File: config.mk
export PLATFORM = sky130hd
export DESIGN_NAME = regfile_mp
export DESIGN_NICKNAME = d
export VERILOG_FILES = /design/src/rtl/riscv_pkg.sv /design/src/rtl/regfile_mp_busy_sb.sv /design/src/rtl/regfile_mp.sv
export SDC_FILE = /design/constraint.sdc
export NUM_CORES = 2
export LEC_CHECK = 0
export CORE_UTILIZATION = 50
export CTS_BUF_LIST = sky130_fd_sc_hd__clkbuf_8
export DETAILED_ROUTE_END_ITERATION = 8
export DONT_BUFFER_PORTS = 1
export GPL_TIMING_DRIVEN = 0
export PLACE_DENSITY = 0.7
export SLEW_MARGIN = 30
export SYNTH_ARGS = -nofsm -noshare
export SYNTH_HDL_FRONTEND = slang
export SYNTH_SLANG_ARGS = --single-unit
File: constraint.sdc
create_clock -name clk -period 2.9 [get_ports clk]
set_clock_uncertainty 0.1 [all_clocks]
set_input_delay 0 -clock clk [delete_from_list [all_inputs] [get_ports clk]]
set_output_delay 0 -clock clk [all_outputs]
set_load 0.02 [all_outputs]
File: src/rtl/riscv_pkg.sv
// Core-wide constants shared by the integer pipeline, plus the register
// address validity rule used by the register file and its busy scoreboard.
package riscv_pkg;

    localparam int         XLEN     = 32;
    localparam int         NREG     = 32;
    localparam logic [4:0] REG_ZERO = 5'd0;

    // An address names a real, writable register: inside the array and not the hardwired zero.
    function automatic logic reg_valid(input logic [31:0] addr, input int nregs, input logic zero_reg);
        return (addr < 32'(nregs)) && !(zero_reg && (addr == 32'(REG_ZERO)));
    endfunction

endpackage

File: src/rtl/regfile_mp_busy_sb.sv
// Per-register busy scoreboard: issue marks a destination pending, writeback
// clears it, flush clears everything.
module regfile_busy_sb
    import riscv_pkg::*;
#(
    parameter  int NUM_REGS = NREG,
    parameter  int ZERO_REG = 1,
    localparam int AW       = $clog2(NUM_REGS)
) (
    input  logic                clk,
    input  logic                rst_n,
    input  logic                wr0_en,
    input  logic [AW-1:0]       wr0_addr,
    input  logic                wr1_en,
    input  logic [AW-1:0]       wr1_addr,
    input  logic                iss_en,
    input  logic [AW-1:0]       iss_addr,
    input  logic                flush,
    output logic [NUM_REGS-1:0] busy,
    output logic                any_busy
);

    logic [NUM_REGS-1:0] busy_nxt;
    logic                wr0_ok;
    logic                wr1_ok;
    logic                iss_ok;

    assign wr0_ok = wr0_en && reg_valid(32'(wr0_addr), NUM_REGS, ZERO_REG != 0);
    assign wr1_ok = wr1_en && reg_valid(32'(wr1_addr), NUM_REGS, ZERO_REG != 0);
    assign iss_ok = iss_en && reg_valid(32'(iss_addr), NUM_REGS, ZERO_REG != 0);

    // Issue outranks writeback: the newly issued producer owns the register.
    always_comb begin
        busy_nxt = busy;
        if (flush) begin
            busy_nxt = '0;
        end else begin
            for (int unsigned r = 0; r < NUM_REGS; r++) begin
                if (iss_ok && (32'(iss_addr) == r)) begin
                    busy_nxt[r] = 1'b1;
                end else if ((wr0_ok && (32'(wr0_addr) == r)) ||
                             (wr1_ok && (32'(wr1_addr) == r))) begin
                    busy_nxt[r] = 1'b0;
                end
            end
        end
    end

    always_ff @(posedge clk or negedge rst_n) begin
        if (!rst_n) begin
            busy     <= '0;
            any_busy <= 1'b0;
        end else begin
            busy     <= busy_nxt;
            any_busy <= |busy_nxt;
        end
    end

endmodule

File: src/rtl/regfile_mp.sv
// Multi-port integer register file: two write ports (wr1 wins on collision),
// NUM_RD combinational read ports with optional write bypass, busy scoreboard.
module regfile_mp
    import riscv_pkg::*;
#(
    parameter  int DATA_W   = XLEN,
    parameter  int NUM_REGS = NREG,
    parameter  int NUM_RD   = 2,
    parameter  int ZERO_REG = 1,
    parameter  int BYPASS   = 1,
    localparam int AW       = $clog2(NUM_REGS)
) (
    input  logic                     clk,
    input  logic                     rst_n,
    input  logic [NUM_RD*AW-1:0]     rd_addr,
    output logic [NUM_RD*DATA_W-1:0] rd_data,
    output logic [NUM_RD-1:0]        rd_busy,
    input  logic                     wr0_en,
    input  logic [AW-1:0]            wr0_addr,
    input  logic [DATA_W-1:0]        wr0_data,
    input  logic                     wr1_en,
    input  logic [AW-1:0]            wr1_addr,
    input  logic [DATA_W-1:0]        wr1_data,
    input  logic                     iss_en,
    input  logic [AW-1:0]            iss_addr,
    input  logic                     flush,
    output logic                     any_busy
);

    logic [DATA_W-1:0]   regs [NUM_REGS];
    logic [NUM_REGS-1:0] busy;
    logic                wr0_ok;
    logic                wr1_ok;

    assign wr0_ok = wr0_en && reg_valid(32'(wr0_addr), NUM_REGS, ZERO_REG != 0);
    assign wr1_ok = wr1_en && reg_valid(32'(wr1_addr), NUM_REGS, ZERO_REG != 0);

    // wr1 is applied last so it wins a same-address collision.
    always_ff @(posedge clk or negedge rst_n) begin
        if (!rst_n) begin
            for (int unsigned i = 0; i < NUM_REGS; i++) begin
                regs[i] <= '0;
            end
        end else begin
            if (wr0_ok) regs[wr0_addr] <= wr0_data;
            if (wr1_ok) regs[wr1_addr] <= wr1_data;
        end
    end

    regfile_busy_sb #(
        .NUM_REGS (NUM_REGS),
        .ZERO_REG (ZERO_REG)
    ) u_busy (
        .clk      (clk),
        .rst_n    (rst_n),
        .wr0_en   (wr0_en),
        .wr0_addr (wr0_addr),
        .wr1_en   (wr1_en),
        .wr1_addr (wr1_addr),
        .iss_en   (iss_en),
        .iss_addr (iss_addr),
        .flush    (flush),
        .busy     (busy),
        .any_busy (any_busy)
    );

    for (genvar k = 0; k < NUM_RD; k++) begin : g_rd
        logic [AW-1:0]     a;
        logic              a_ok;
        logic              hit0;
        logic              hit1;
        logic              iss_hit;
        logic [DATA_W-1:0] d;
        logic              b;

        assign a       = rd_addr[k*AW +: AW];
        assign a_ok    = reg_valid(32'(a), NUM_REGS, ZERO_REG != 0);
        assign hit0    = wr0_ok && (wr0_addr == a);
        assign hit1    = wr1_ok && (wr1_addr == a);
        assign iss_hit = iss_en && (iss_addr == a);

        // Outputs are held at zero while reset is asserted, even if a write is pending.
        always_comb begin
            d = '0;
            b = 1'b0;
            if (rst_n && a_ok) begin
                d = regs[a];
                b = busy[a];
                if (BYPASS != 0) begin
                    if (hit1)      d = wr1_data;
                    else if (hit0) d = wr0_data;
                    if ((hit0 || hit1) && !iss_hit) b = 1'b0;
                end
            end
        end

        assign rd_data[k*DATA_W +: DATA_W] = d;
        assign rd_busy[k]                  = b;
    end

endmodule

### Yosys cells after proc, flatten, opt, wreduce, memory -nomap -nowiden

Cells that the tools add are included.

* bitwise logic cells: 4
* multiplexer cells: 93
* eq/ne operators: 99
* magnitude comparators: 8
* reduce and logical (&&, ||, !) cells: 158

Operator list (count)
* $bwmux 1024: 2
* $mux 1024: 2
* $mux 32: 13
* $bmux 32 s5: 2
* $demux 32 s5: 2
* $eq 5x5->1 const B: 48
* $eq 5x4->1 const B: 24
* $logic_and 1x1->1: 111
* $mux 1: 70
* $eq 5x3->1 const B: 12
* $logic_or 1x1->1: 34
* $reduce_or 32->1: 1
* $eq 5x2->1 const B: 6
* $eq 5x5->1: 6
* $logic_not 5->1: 5
* $ge 6x6->1 const B: 4
* $not 5->6: 4
* $eq 5x1->1 const B: 3
* $lt 5x6->1 const B: 2
* $lt 6x1->1 const B: 2
* $bmux 1 s5: 2
* $logic_not 1->1: 7

* word-level logic and storage cells: 396
* output and inout bits: 67
* input port bits: 95
* register bits: 1057

### Depth between registers and ports, before layout

* depth after elaboration: 9
* depth in mapped cells: 12

### By module

Synthesis repeated with hierarchy kept, for this count alone.

* cell total of the unflattened synthesis: 6365
* area, all modules: 66940.5 um^2

By module, submodules not included
* regfile_mp: cells each 6153, area an instance 64914.8 um^2, seq. area each 25624.6 um^2, instances 1
* regfile_busy_sb: cells each 212, area an instance 2025.7 um^2, seq. area each 825.8 um^2, instances 1

### Least setup slack after synthesis

OpenSTA, ideal clock, no wires.

* path type: in2out
* start point: input port rd_addr[5]
* end point: output port rd_data[50]
* cell stages on the path: 10
* arrival time: 1.917 ns
* path buffers: 5
* path slack: 0.883 ns
* required time: 2.800 ns
* cell sequence: buf_2 buf_6 buf_4 xor2_1 nor3_1 a31oi_1 buf_2 buf_2 o211ai_1 o31ai_1

* word-level cells in the longest chain between the ends: 7
* elaborated cells between the ends (all ways): 14

Ends and longest elaborated chain
* start, declared: line regfile_mp.sv:15 `input logic [NUM_RD*AW-1:0] rd_addr,`
* $not 5->6 (implied by the code): line regfile_mp.sv:87 `d = regs[a];`
* $bmux 32 s5: line regfile_mp.sv:87
* $mux 32 (implied by the code) (2 in a row): line regfile_mp.sv:87
* $mux 32: line regfile_mp.sv:91 `else if (hit0) d = wr0_data;`
* $mux 32: line regfile_mp.sv:90 `if (hit1) d = wr1_data;`
* $mux 32 (*): line regfile_mp.sv:86 `if (rst_n && a_ok) begin`
* end, declared: line regfile_mp.sv:16 `output logic [NUM_RD*DATA_W-1:0] rd_data,`

Every way passes the cells marked *; elsewhere a longest branch is shown, timed or not. The select of a mux whose other input is x is not followed.

### Worst setup path in the final report

* start point: register regs[543] (netlist bit)
* end point: output port rd_data[63]

* word-level cells in the longest chain between the ends: 6

Ends and longest elaborated chain
* start, declared: line regfile_mp.sv:30 `logic [DATA_W-1:0] regs [NUM_REGS];`
* start signal, assigned by index: line regfile_mp.sv:45 `if (wr0_ok) regs[wr0_addr] <= wr0_data;`
* start signal, assigned by index: line regfile_mp.sv:46 `if (wr1_ok) regs[wr1_addr] <= wr1_data;`
* $bmux 32 s5: line regfile_mp.sv:87
* $mux 32 (implied by the code) (2 in a row): line regfile_mp.sv:87
* $mux 32: line regfile_mp.sv:91
* $mux 32: line regfile_mp.sv:90
* $mux 32: line regfile_mp.sv:86

No other way between the ends. The select of a mux whose other input is x is not followed.

==> impl_summary.log <==
INFO  metric fraction_of_final_layout_cells_sized_beyond_drive_strength_1 = 20.72%
INFO  metric synth_commonest_cells = mux2i_1, dfrtp_1, a21oi_1
INFO  metric synth_most_common_cell = mux2i_1
INFO  metric hold_violations = 0
INFO  metric synth_area_leaders = dfrtp_1, mux2i_1, mux4_2
INFO  metric worst-path-stages = 5
INFO  metric initial_cell_density_of_the_core = 50.63%
INFO  metric die_y = 370.6 um
INFO  metric edff_count_synth = 0
INFO  metric grt_max_degree = 194
INFO  metric drtAntennaViolNets = 0
INFO  metric syn-mean-instance-area = 10.16 um2
INFO  metric path_max_fanout = 2
INFO  metric final-max-slew-violation-count = 0
INFO  metric detailedRoute.firstIterationViolations = 10219
INFO  metric cap_viol_max_count = 0
INFO  metric hpwlAfterDp = 289.9 mm
INFO  metric critical-path-top-delay-family = multiplexers
INFO  metric setup_repair_after_global_routing_missed_its_margin = true
INFO  metric post-synth-top-area-cell = dfrtp_1
INFO  metric grt_overflow_total = 0
INFO  metric cellLeakagePower = 31.97 nW
INFO  metric postSynthRegisterBits = 1057
INFO  metric clk_root_buffer_cell = clkbuf_8
INFO  metric worstRegToRegCells = 6
INFO  metric max_freq = 311.0 MHz
INFO  metric drt-wirelength-per-cell = 41.63 um
INFO  metric drcViolationCount = 0
INFO  metric floorplan.die_area = 0.1373 mm2
INFO  metric hold_path_class = primary input to flop
INFO  metric postSynthCellCount = 6687
INFO  metric cp.required = 2.80 ns
INFO  metric die_w = 370.6 um
INFO  metric failed_checks = setup timing
INFO  metric slew_at_the_pin_with_the_worst_max_slew_slack = 1.156 ns
INFO  metric numPlacedInstances = 8478
INFO  metric worstPathCellList = mux4_2 > mux4_2 > mux2i_1 > a21o_1 > a21oi_4
INFO  metric fillers = 11550
INFO  metric cell_area_after_synthesis = 0.06791 mm2
INFO  metric setup_violations = 68
INFO  metric run_status = finished with violations
INFO  metric buffer_ports.inserted = 0
INFO  metric cts_tree = done
INFO  metric path_class = flop to primary output
INFO  metric ys_warnings = 0
INFO  metric startpoint = regs[543]$_DFF_PN0_
INFO  metric firstDrtPassIters = 9
INFO  metric grt_usage = 54.33%
INFO  metric post-place-ws = -0.9807 ns
INFO  metric critical_path_s_slowest_cell = mux4_2
INFO  metric synth_to_layout_area_growth = 17.45%
INFO  metric design.portCount = 162
INFO  metric cell_seen_most_often_among_critical_path_stages = mux4_2
INFO  metric timing.max_slew.rel_slack = 22.91%
INFO  metric dr_total_vias = 65252
INFO  metric r2r_setup_slack = 0.78 ns
INFO  metric placement_rows = 134
INFO  metric vias_per_cell = 7.162
INFO  metric worst_r2r_endpoint = u_busy.any_busy$_DFF_PN0_
INFO  metric grt_antenna_before_repair = 26
INFO  metric asyncSetResetFlopFracSynth = 100.0%
INFO  metric fin_setup_tns = -5.746 ns
INFO  metric tritoncts_num_sinks = 1057
INFO  metric layout.nets = 7263
INFO  metric clock_latency = 0.98 ns
INFO  metric design.core.area = 0.1341 mm2
INFO  metric cts.clk_slew.worst_paths = 0.07 ns
INFO  metric cts_made_buffers = 189
INFO  metric cts_max_path_buffers = 3
INFO  metric synth_nets = 6782
INFO  metric arrival = 3.12 ns
INFO  metric cts.htree.levels = 4
INFO  metric cp-endpoint = rd_data[63]
INFO  metric setup.worst_path.end_class = primary output
INFO  metric globalplace.congestion = 1.091
INFO  metric totalWireLength = 379.3 mm
INFO  metric pwr_density_cell = 679.6 mW/mm2
INFO  metric critPathMaxStageDelay = 0.59 ns
INFO  metric yosys.cell_types.count = 76
INFO  metric synth-seq-area-share = 38.95%
INFO  metric grt_pass1_vias = 60815
INFO  metric yosysTopAreaCellShare = 38.95%
INFO  metric critical_path.n_buffers_inverters = 0
INFO  metric final_min_period_over_clock_period = 110.9%
INFO  metric final.setup.worst_slack = -0.3151 ns
INFO  metric peakVddDrop = 0.5328 mV
INFO  metric critPathLaunchType = flop
INFO  metric first_pass_grt_wire_length = 507.0 mm
INFO  metric crit-reg2reg-launch = u_busy.busy[7]$_DFF_PN0_
INFO  metric min_period = 3.215 ns
INFO  metric synthFlopType = dfrtp_1
INFO  metric final-instance-count-excl-fill = 9111
## stage by stage
step | hold WS (ns) | total power, mW | instance area, um2 | utilization, %
final | 0.05306 | 54.21 | 79770 | 59.47
after floorplan | -0.3956 | 29.71 | 67910 | -
after global placement | -0.3777 | 35.26 | 70130 | 52.28
after global routing | 0.04247 | 55.23 | 79720 | 59.43
after CTS | 0.001904 | 51.93 | 78330 | 58.40
after detailed placement | -0.3934 | 36.26 | 70930 | 52.88
## routing by layer
metal  GRT usage [%]  vias to the layer above  wire, um
li1                -                    25437         -
met1           69.43                    33098    139800
met2           69.31                     5587    143500
met3           34.28                     1106     71840
met4           28.20                       24     23290
met5           3.147                        -       830
## power by group
part	total (mW)	internal [mW]	switching (mW)
Combinational	17.0	7.08	9.91
Sequential	22.1	18.5	3.66
Clock	15.1	7.83	7.26
Total	54.2	33.4	20.8
## cells in the final DEF, fill, tap and decap left out, types with 17 or more instances in the layout
cell type / synthesis / final
o22ai_1: 23 / 23
nor2_1: 582 / 566
a21oi_2: 0 / 20
buf_4: 55 / 125
o211ai_1: 45 / 45
xor2_1: 24 / 24
mux4_2: 385 / 385
o31ai_4: 0 / 28
a21oi_1: 646 / 612
mux2i_1: 1269 / 1245
o221ai_2: 0 / 44
clkbuf_8: 0 / 244
nor2_4: 4 / 18
a21bo_2: 27 / 25
and3_1: 32 / 20
buf_1: 66 / 53
o21ai_2: 0 / 51
clkinv_2: 0 / 17
dlygate4sd3_1: 0 / 189
nand2_1: 614 / 610
o21ai_0: 552 / 490
clkbuf_4: 0 / 25
nand3_1: 36 / 32
a32oi_1: 27 / 27
buf_2: 176 / 146
buf_16: 0 / 23
diode_2: 0 / 27
mux2_2: 64 / 55
o221ai_1: 156 / 100
buf_6: 10 / 40
a22oi_1: 24 / 18
clkbuf_2: 28 / 79
inv_1: 4 / 65
dfrtp_1: 1057 / 1050
clkbuf_1: 532 / 469
## state kept, by name, indices dropped and copies added, names as in the netlist
signal,flops
u_busy.any_busy,1
regs,1024
u_busy.busy,32
## cells by family (layout without fill, tap and decap cells)
kind of cell / Yosys count / count (layout) / synth area share [%]
DFF: 1057 / 1057 / 38.95
other: 0 / 27 / 0
xor gates and xnor gates: 30 / 30 / 0.3869
buffers and inverters: 877 / 1506 / 5.687
muxes: 1718 / 1718 / 32.53
AOI/OAI and AO/OA: 1619 / 1619 / 13.98
and+or+nand+nor: 1386 / 1386 / 8.469
## how the worst min path moves through the flow
stage | startpoint | to | slack, ns | depth (start not counted)
after floorplan | rst_n | regs[0]$_DFF_PN0_ | -0.40 | 0
after global placement | rst_n | regs[345]$_DFF_PN0_ | -0.38 | 0
after detailed placement | rst_n | regs[318]$_DFF_PN0_ | -0.39 | 0
after CTS | wr0_data[11] | regs[395]$_DFF_PN0_ | 0.002 | 4
after global routing | wr1_addr[1] | regs[938]$_DFF_PN0_ | 0.04 | 6
final | wr1_addr[1] | regs[937]$_DFF_PN0_ | 0.05 | 6
## final cells by class
type                       count  area [um2]  area share [%]
multi-input combinational   4753       39700           49.76
sequential                  1057       26460           33.17
buffer                       869        4136           5.186
clock buffer                 244        3358           4.210
timing repair buffer         291        3243           4.066
tap                         1768        2212           2.773
clock inverter                95       568.0          0.7121
antenna                       27       67.56         0.08470
inverter                       7       26.28         0.03294
## worst reg2reg max path, delay by kind of cell (launching register included)
family	cells	cell delay [ns]
AO/OA/AOI/OAI	1	0.11
AND/OR/NAND/NOR	4	1.19
buffers and inverters	1	0.14
flip-flops	1	0.39
## repair_timing
item                       4_1_cts  5_1_grt
resized for setup              334      223
buffers inserted                18       57
setup endpoints to repair       66      112
hold buffers                   191        6
hold endpoints to repair      1941       93
pin swaps                       55      107
cloned                           1        0
(Power assumes the default switching activity.)
